--- src/rtl/bus_arbiter_rr_pkg.sv ---
// bus_arb_pkg: shared types and helpers for the round-robin bus interconnect
// Provides the FSM state type, slave-select width and the address-to-slave decode.
package bus_arb_pkg;
  typedef enum logic [1:0] {IDLE, ADDR, RESP} state_t;
  localparam int SEL_W = 4;
  // slave index lives in the top SEL_W bits of an aw-bit address
  function automatic logic [SEL_W-1:0] sel_of(input logic [63:0] addr, input int aw);
    return SEL_W'(addr >> (aw - SEL_W));
  endfunction
endpackage

--- src/rtl/bus_arbiter_rr_if.sv ---
// bus_arbiter_rr_if: master-side and slave-side signals of the shared bus
// Ports (signals): m_valid/m_read/m_write/m_addr/m_wdata from masters, m_ready/m_rdata/m_err back;
// s_valid/s_read/s_write/s_addr/s_wdata to slaves, s_ready/s_rdata back.
// Modports: master (bus masters), slave (bus slaves), arb (the interconnect).
interface bus_arbiter_rr_if #(
  parameter int N_MASTERS = 4,
  parameter int N_SLAVES  = 4,
  parameter int ADDR_W    = 16,
  parameter int DATA_W    = 32
);
  logic [N_MASTERS-1:0]        m_valid, m_read, m_write, m_ready;
  logic [N_MASTERS*ADDR_W-1:0] m_addr;
  logic [N_MASTERS*DATA_W-1:0] m_wdata;
  logic [DATA_W-1:0]           m_rdata;
  logic                        m_err;
  logic [N_SLAVES-1:0]         s_valid, s_ready;
  logic                        s_read, s_write;
  logic [ADDR_W-1:0]           s_addr;
  logic [DATA_W-1:0]           s_wdata;
  logic [N_SLAVES*DATA_W-1:0]  s_rdata;
  modport master (output m_valid, m_read, m_write, m_addr, m_wdata,
                  input  m_ready, m_rdata, m_err);
  modport slave  (input  s_valid, s_read, s_write, s_addr, s_wdata,
                  output s_ready, s_rdata);
  modport arb    (input  m_valid, m_read, m_write, m_addr, m_wdata, s_ready, s_rdata,
                  output m_ready, m_rdata, m_err, s_valid, s_read, s_write, s_addr, s_wdata);
endinterface

--- src/rtl/bus_arbiter_rr_arbiter.sv ---
// rr_arbiter: combinational round-robin pick of the first requester after ptr
// Ports: req (request vector), ptr (last granted index), gnt (one-hot), idx (grant index), any (some request).
module rr_arbiter #(
  parameter int N  = 4,
  parameter int IW = $clog2(N)
) (
  input  logic [N-1:0]  req,
  input  logic [IW-1:0] ptr,
  output logic [N-1:0]  gnt,
  output logic [IW-1:0] idx,
  output logic          any
);
  logic [N-1:0] rot;
  // rot[k] is the request of master (ptr+1+k) mod N; scanning downwards leaves the nearest one
  always_comb begin
    rot = N'({req, req} >> (int'(ptr) + 1));
    idx = '0;
    for (int k = N - 1; k >= 0; k--)
      if (rot[k]) idx = IW'((int'(ptr) + 1 + k) % N);
  end
  assign any = |req;
  assign gnt = any ? N'(1) << idx : '0;
endmodule

--- src/rtl/bus_arbiter_rr.sv ---
// bus_arbiter_rr: round-robin N-master / M-slave shared bus, one transfer in flight
// Ports: clk, rst_n (async active-low), bus (bus_arbiter_rr_if.arb: master and slave sides).
// Slave i owns addresses whose top nibble equals i. Undecodable address or read==write
// answers with m_err without touching a slave.
// Optional BUS_TIMEOUT_EN: abort an ADDR phase after TIMEOUT_CYC cycles without s_ready.
module bus_arbiter_rr
  import bus_arb_pkg::*;
#(
  parameter int N_MASTERS   = 4,
  parameter int N_SLAVES    = 4,
  parameter int ADDR_W      = 16,
  parameter int DATA_W      = 32,
  parameter int TIMEOUT_CYC = 64
) (
  input logic            clk,
  input logic            rst_n,
  bus_arbiter_rr_if.arb  bus
);
  localparam int IW = $clog2(N_MASTERS);
  if (N_MASTERS < 2 || N_MASTERS > 8 || N_SLAVES < 1 || N_SLAVES > 16 || ADDR_W < 5 || TIMEOUT_CYC < 1) begin : g_bad_param
    $error("bus_arbiter_rr: parameter out of range");
  end
  state_t               state_q, state_d;
  logic [IW-1:0]        ptr_q, ptr_d, grant_q, grant_d, arb_idx;
  logic [N_MASTERS-1:0] arb_gnt;
  logic                 arb_any;
  logic [ADDR_W-1:0]    addr_q, addr_d, req_addr;
  logic [DATA_W-1:0]    wdata_q, wdata_d, rdata_q, rdata_d, req_wdata, sl_rdata;
  logic                 rd_q, rd_d, wr_q, wr_d, err_q, err_d, req_rd, req_wr, hit, expired;
  logic [SEL_W-1:0]     sel_q, sel_d, req_sel;
  logic [N_SLAVES-1:0]  sel_hot;
  rr_arbiter #(.N(N_MASTERS)) u_arb (
    .req (bus.m_valid),
    .ptr (ptr_q),
    .gnt (arb_gnt),
    .idx (arb_idx),
    .any (arb_any)
  );
  always_comb begin
    req_addr  = '0;
    req_wdata = '0;
    req_rd    = 1'b0;
    req_wr    = 1'b0;
    sl_rdata  = '0;
    for (int i = 0; i < N_MASTERS; i++)
      if (arb_gnt[i]) begin
        req_addr  = bus.m_addr[i*ADDR_W +: ADDR_W];
        req_wdata = bus.m_wdata[i*DATA_W +: DATA_W];
        req_rd    = bus.m_read[i];
        req_wr    = bus.m_write[i];
      end
    for (int i = 0; i < N_SLAVES; i++)
      if (sel_q == SEL_W'(i)) sl_rdata = bus.s_rdata[i*DATA_W +: DATA_W];
  end
  assign req_sel = sel_of(64'(req_addr), ADDR_W);
  assign sel_hot = N_SLAVES'(1) << sel_q;
  assign hit     = |(bus.s_ready & sel_hot);
`ifdef BUS_TIMEOUT_EN
  localparam int TW = $clog2(TIMEOUT_CYC + 1);
  logic [TW-1:0] tmr_q, tmr_d;
  // restarts from zero every time ADDR is entered because it is held clear elsewhere
  always_comb tmr_d = state_q == ADDR ? tmr_q + 1'b1 : '0;
  assign expired = tmr_q == TW'(TIMEOUT_CYC - 1);
  always_ff @(posedge clk or negedge rst_n)
    if (!rst_n) tmr_q <= '0;
    else        tmr_q <= tmr_d;
`else
  assign expired = 1'b0;
`endif
  always_comb begin
    state_d = state_q;
    ptr_d   = ptr_q;
    grant_d = grant_q;
    addr_d  = addr_q;
    wdata_d = wdata_q;
    rd_d    = rd_q;
    wr_d    = wr_q;
    sel_d   = sel_q;
    rdata_d = rdata_q;
    err_d   = err_q;
    unique case (state_q)
      IDLE: if (arb_any) begin
        grant_d = arb_idx;
        addr_d  = req_addr;
        wdata_d = req_wdata;
        rd_d    = req_rd;
        wr_d    = req_wr;
        sel_d   = req_sel;
        rdata_d = '0;
        err_d   = (32'(req_sel) >= N_SLAVES) || (req_rd == req_wr);
        state_d = err_d ? RESP : ADDR;
      end
      // a ready arriving on the expiry cycle still completes normally
      ADDR: if (hit || expired) begin
        rdata_d = hit && rd_q ? sl_rdata : '0;
        err_d   = !hit;
        state_d = RESP;
      end
      RESP: begin
        ptr_d   = grant_q;
        state_d = IDLE;
      end
      default: state_d = IDLE;
    endcase
  end
  always_ff @(posedge clk or negedge rst_n)
    if (!rst_n) begin
      state_q <= IDLE;
      ptr_q   <= IW'(N_MASTERS - 1);
      grant_q <= '0;
      addr_q  <= '0;
      wdata_q <= '0;
      rd_q    <= 1'b0;
      wr_q    <= 1'b0;
      sel_q   <= '0;
      rdata_q <= '0;
      err_q   <= 1'b0;
    end else begin
      state_q <= state_d;
      ptr_q   <= ptr_d;
      grant_q <= grant_d;
      addr_q  <= addr_d;
      wdata_q <= wdata_d;
      rd_q    <= rd_d;
      wr_q    <= wr_d;
      sel_q   <= sel_d;
      rdata_q <= rdata_d;
      err_q   <= err_d;
    end
  assign bus.s_valid = state_q == ADDR ? sel_hot : '0;
  assign bus.s_read  = state_q == ADDR && rd_q;
  assign bus.s_write = state_q == ADDR && wr_q;
  assign bus.s_addr  = state_q == ADDR ? addr_q : '0;
  assign bus.s_wdata = state_q == ADDR ? wdata_q : '0;
  assign bus.m_ready = state_q == RESP ? N_MASTERS'(1) << grant_q : '0;
  assign bus.m_rdata = state_q == RESP ? rdata_q : '0;
  assign bus.m_err   = state_q == RESP && err_q;
endmodule

--- src/flat_wrapper.sv ---
// flat-port wrapper written by rule: the top's interface ports become plain ports
module bus_arbiter_rr_flat import bus_arb_pkg::*;
#(
  parameter int N_MASTERS   = 4,
  parameter int N_SLAVES    = 4,
  parameter int ADDR_W      = 16,
  parameter int DATA_W      = 32,
  parameter int TIMEOUT_CYC = 64
)
  (clk, rst_n, bus_m_valid, bus_m_read, bus_m_write, bus_m_addr, bus_m_wdata, bus_s_ready, bus_s_rdata, bus_m_ready, bus_m_rdata, bus_m_err, bus_s_valid, bus_s_read, bus_s_write, bus_s_addr, bus_s_wdata);
  bus_arbiter_rr_if #(.N_MASTERS(N_MASTERS), .N_SLAVES(N_SLAVES), .ADDR_W(ADDR_W), .DATA_W(DATA_W)) bus_i ();
  input logic clk;
  input logic rst_n;
  input wire logic [$bits(bus_i.m_valid)-1:0] bus_m_valid;
  input wire logic [$bits(bus_i.m_read)-1:0] bus_m_read;
  input wire logic [$bits(bus_i.m_write)-1:0] bus_m_write;
  input wire logic [$bits(bus_i.m_addr)-1:0] bus_m_addr;
  input wire logic [$bits(bus_i.m_wdata)-1:0] bus_m_wdata;
  input wire logic [$bits(bus_i.s_ready)-1:0] bus_s_ready;
  input wire logic [$bits(bus_i.s_rdata)-1:0] bus_s_rdata;
  output wire logic [$bits(bus_i.m_ready)-1:0] bus_m_ready;
  output wire logic [$bits(bus_i.m_rdata)-1:0] bus_m_rdata;
  output wire logic [$bits(bus_i.m_err)-1:0] bus_m_err;
  output wire logic [$bits(bus_i.s_valid)-1:0] bus_s_valid;
  output wire logic [$bits(bus_i.s_read)-1:0] bus_s_read;
  output wire logic [$bits(bus_i.s_write)-1:0] bus_s_write;
  output wire logic [$bits(bus_i.s_addr)-1:0] bus_s_addr;
  output wire logic [$bits(bus_i.s_wdata)-1:0] bus_s_wdata;
  assign bus_i.m_valid = bus_m_valid;
  assign bus_i.m_read = bus_m_read;
  assign bus_i.m_write = bus_m_write;
  assign bus_i.m_addr = bus_m_addr;
  assign bus_i.m_wdata = bus_m_wdata;
  assign bus_i.s_ready = bus_s_ready;
  assign bus_i.s_rdata = bus_s_rdata;
  assign bus_m_ready = bus_i.m_ready;
  assign bus_m_rdata = bus_i.m_rdata;
  assign bus_m_err = bus_i.m_err;
  assign bus_s_valid = bus_i.s_valid;
  assign bus_s_read = bus_i.s_read;
  assign bus_s_write = bus_i.s_write;
  assign bus_s_addr = bus_i.s_addr;
  assign bus_s_wdata = bus_i.s_wdata;
  bus_arbiter_rr #(.N_MASTERS(N_MASTERS), .N_SLAVES(N_SLAVES), .ADDR_W(ADDR_W), .DATA_W(DATA_W), .TIMEOUT_CYC(TIMEOUT_CYC)) u_core (.clk(clk), .rst_n(rst_n), .bus(bus_i));
endmodule
--- config.mk ---
export PLATFORM = sky130hd
export DESIGN_NAME = bus_arbiter_rr_flat
export DESIGN_NICKNAME = d
export VERILOG_FILES = /design/src/rtl/bus_arbiter_rr_pkg.sv /design/src/rtl/bus_arbiter_rr_if.sv /design/src/rtl/bus_arbiter_rr_arbiter.sv /design/src/rtl/bus_arbiter_rr.sv /design/src/flat_wrapper.sv
export SDC_FILE = /design/constraint.sdc
export NUM_CORES = 1
export LEC_CHECK = 0
export CAP_MARGIN = 10
export CORE_AREA = 4 4 165 167
export DETAILED_ROUTE_END_ITERATION = 8
export DIE_AREA = 0 0 169 171
export SYNTH_ARGS = -nofsm -noshare
export SYNTH_HDL_FRONTEND = slang
export SYNTH_SLANG_ARGS = --single-unit
--- constraint.sdc ---
create_clock -name clk -period 2.5 [get_ports clk]
set_input_delay 0.375 -clock clk [delete_from_list [all_inputs] [get_ports clk]]
set_output_delay 0.375 -clock clk [all_outputs]
set_load 0.01 [all_outputs]
==> results.sh <==
export IMPL_netlist_area_mm2=0.006021
export IMPL_rr_worst_depth=7
export IMPL_powerDensity_mw_per_mm2=779.5
export IMPL_final_cells=1517
export IMPL_final_net_count=1515
export IMPL_die_height_um=171
export IMPL_synth_cell_types=40
export IMPL_r2r_start="u_core.ptr_q[1]"
export IMPL_postSynthCellCount=764
export IMPL_crit_start="u_core.state_q[0]"
export IMPL_routabilityCongestion=0.8648
export IMPL_layout_setup_ws_ns=0.1396
export IMPL_pwr_share_comb=0.591
export IMPL_critical_path_depth=5
export IMPL_cts_tree="yes"
export IMPL_cp_top_family="buffers and inverters"
export IMPL_timing_slew_headroom=0.5930
export IMPL_hp_class="in -> async"
export IMPL_initial_core_util=0.2337
export IMPL_synth_simple_area_share=0.2448
export IMPL_grt_pass1_vias=7598
export IMPL_dp_slack_ns=-0.09623
export IMPL_die_area_mm2=0.02890
export IMPL_grt_pass1_wl_um=43290
export IMPL_numPortBuffers=428
export IMPL_setup_viol=0
export IMPL_synthTopCellsByArea="dfrtp_1, and2_1, nor2_1, a221oi_1, nand2_1"
export IMPL_switching_power_mw=3.739
export IMPL_synth_top_cell_by_area="dfrtp_1"
export IMPL_synth_xor_area_frac=0.001455
export IMPL_ant_nets=0
export IMPL_grt_usage=0.1920
export IMPL_fmax_mhz=423.7
export IMPL_synth_compound_area_share=0.3215
export IMPL_grt_setup_unrepaired="no"
export IMPL_synth_top_family_by_area="compound AO/OA/AOI/OAI gates"
export IMPL_coreArea_mm2=0.02576
export IMPL_routed_wl_um=29680
export IMPL_critPathBufInv=3
export IMPL_route_vias_total=7541
export IMPL_vias_per_cell=4.971
export IMPL_p_seq_frac=0.261
export IMPL_worstPathArrival_ns=1.99
export IMPL_clock_latency_ns=0.35
export IMPL_cts_root_buf="clkbuf_16"
export IMPL_chipWidth_um=169
export IMPL_drc_errors=0
export IMPL_synth_seq_area_share=0.3703
export IMPL_muxShareOfSynthArea=0.007273
export IMPL_cts_htree_levels=3
export IMPL_first_pass_iters=6
export IMPL_clk_pin_slew_ns=0.07
export IMPL_crit_end="bus_s_addr[6]"
export IMPL_final_layout_size_suffix_gt1_frac=0.07614
export IMPL_grt_max_degree=92
export IMPL_intPower_mw=5.056
export IMPL_synthAdderAreaFrac=0
export IMPL_r2r_slack_ns=0.18
export IMPL_grt_overflow_total=0
export IMPL_clock_power_share=0.148
export IMPL_min_period_ns=2.360
export IMPL_startpoint_type="register"
export IMPL_syn_nets=1102
export IMPL_synth_top_area_frac=0.3616
export IMPL_wl_per_cell_um=19.57
export IMPL_hpwl_um=22920
export IMPL_crit_required_ns=2.12
export IMPL_critPathMaxFanout=24
export IMPL_cp_slowest_cell="clkdlybuf4s50_1"
export IMPL_insertedDiodeCount=0
export IMPL_maxCapViolations=0
export IMPL_dp_cells=1498
export IMPL_syn2layout_area_growth_pct=87.41
export IMPL_crit_path_end_kind="primary output"
export IMPL_io_pins=429
export IMPL_period_share=0.9441
export IMPL_power_mw=8.795
export IMPL_slew_viol_final=0
export IMPL_synth_seq_cells=89
export IMPL_static_leakage_power_nw=4.440
export IMPL_antenna_found_initial=0
export IMPL_ir_drop_uv=435.5
export IMPL_worst_slew_pin_slew_ns=0.6105
export IMPL_drt_initial_drc_count=433
export IMPL_rows=59
export IMPL_cpPeakStageDelay_ns=0.55
export IMPL_swShare=0.4251
export IMPL_r2r_end="u_core.state_q[0]"
export IMPL_cts_path_max_buffers=2
export IMPL_worstPathCellList="nor2b_4 > buf_12 > buf_16 > and2_1 > clkdlybuf4s50_1"
export IMPL_synth_warnings=0
export IMPL_cts_buffers=9
export IMPL_hold_viol=0
export IMPL_crit_type="reg -> out"
export IMPL_numClockSinks=89
export IMPL_run_status="complete, no violations"
export IMPL_fin_skew_ns=0.01472
export IMPL_avgSynthCellArea_um2=7.881
sequential cells by signal (all words and copies together) (netlist names):
register        count
u_core.rdata_q     32
u_core.wdata_q     32
u_core.addr_q      12
u_core.sel_q        4
u_core.grant_q      2
u_core.ptr_q        2
u_core.state_q      2
u_core.err_q        1
u_core.rd_q         1
u_core.wr_q         1
synth_stat cells, drive strengths merged:
cell type / count
nor2: 116
nand2: 105
dfrtp: 87
and2: 86
o21ai: 69
clkbuf: 54
a221oi: 52
a21oi: 51
a22oi: 46
a222oi: 32
buf: 21
o211ai: 6
nor3: 5
o31ai: 4
inv: 3
mux2: 3
nand2b: 3
nor2b: 3
o2bb2ai: 3
and3: 2
dfstp: 2
o21a: 2
a21bo: 1
a32o: 1
mux2i: 1
nor3b: 1
nor4: 1
o211a: 1
o31a: 1
or2: 1
xor2: 1
per-stage QoR:
stage | instance area [µm²] | setup TNS, ns | hold slack (ns) | util
floorplan | 6021 | 0 | 0.07941 | -
CTS | 11260 | 0 | 0.02661 | 0.4372
finish | 11280 | 0 | 0.02278 | 0.4380
global route | 11280 | 0 | 0.05536 | 0.4380
detailed placement | 10960 | -1.492 | 0.4190 | 0.4252
global placement | 10960 | -0.2077 | 0.4213 | 0.4252
area by class of cell:
cell class,instances,area (µm²)
Fill cell,2620,14480
Timing Repair Buffer,477,4842
Multi-Input combinational cell,597,3508
Sequential cell,89,2231
Tap cell,335,419.2
Clock buffer,10,229.0
Clock inverter,6,42.54
Inverter,3,11.26
layer usage:
metal,GRT usage,up-vias,share of wire
met5,0,-,0
met4,0.05810,0,0.019
met3,0.04667,30,0.087
met2,0.3518,351,0.51
met1,0.2216,3542,0.38
li1,-,3618,-
logic make-up (layout without fill, tap and decap cells):
logic type	Yosys count	after routing
XOR/XNOR	1	1
AND/OR/NAND/NOR	323	323
multiplexers	4	4
flip-flops	89	89
buffers and inverters	78	496
AO/OA/AOI/OAI	269	269
power groups by stage:
stage	Combinational, mW	Clock [mW]	Sequential, mW
2_1_floorplan	2.99	0	2.18
3_3_place_gp	5.13	0	2.30
3_5_place_dp	5.18	0	2.32
4_1_cts	5.23	1.37	2.30
5_1_grt	5.74	1.41	2.36
6_report	5.20	1.30	2.30
layout by cell type, fill, tap and decap left out, types with 2 or more instances in the layout:
cell             synthesis  layout
o2bb2ai_1                3       3
inv_1                    3       3
and3_1                   2       2
clkdlybuf4s50_1          0     426
nor2_1                 116     116
dfrtp_1                 87      86
o211ai_1                 6       6
mux2_2                   3       3
nand2b_1                 3       3
and2_1                  86      86
clkinvlp_4               0       2
clkbuf_16                0       9
o31ai_2                  2       2
clkinv_2                 0       2
inv_6                    0       2
a221oi_2                 2       2
o21ai_1                 15      15
a22oi_1                 46      46
nor3_1                   4       4
dfstp_2                  2       2
buf_4                    4      36
o21ai_0                 54      54
a221oi_1                49      49
a21oi_1                 50      49
a222oi_1                32      32
buf_12                   0      14
nand2_1                105     105
what timing repair did:
action                     4_1_cts  5_1_grt
gates cloned                     1        0
setup endpoints to repair       15        2
hold buffers                     0        0
setup buffers                    1        1
resized for setup                2        0
worst min-delay path by stage:
stage | endpoint | cells after the start | startpoint | slack (ns)
3_3_place_gp | u_core.rdata_q[22] | 1 | rst_n | 0.42
2_1_floorplan | u_core.addr_q[0] | 0 | rst_n | 0.08
4_1_cts | u_core.rdata_q[23] | 1 | rst_n | 0.03
6_report | u_core.rdata_q[23] | 1 | rst_n | 0.02
5_1_grt | u_core.rdata_q[23] | 1 | rst_n | 0.06
3_5_place_dp | u_core.rdata_q[23] | 1 | rst_n | 0.42
Power figures use the tool's default switching activity.
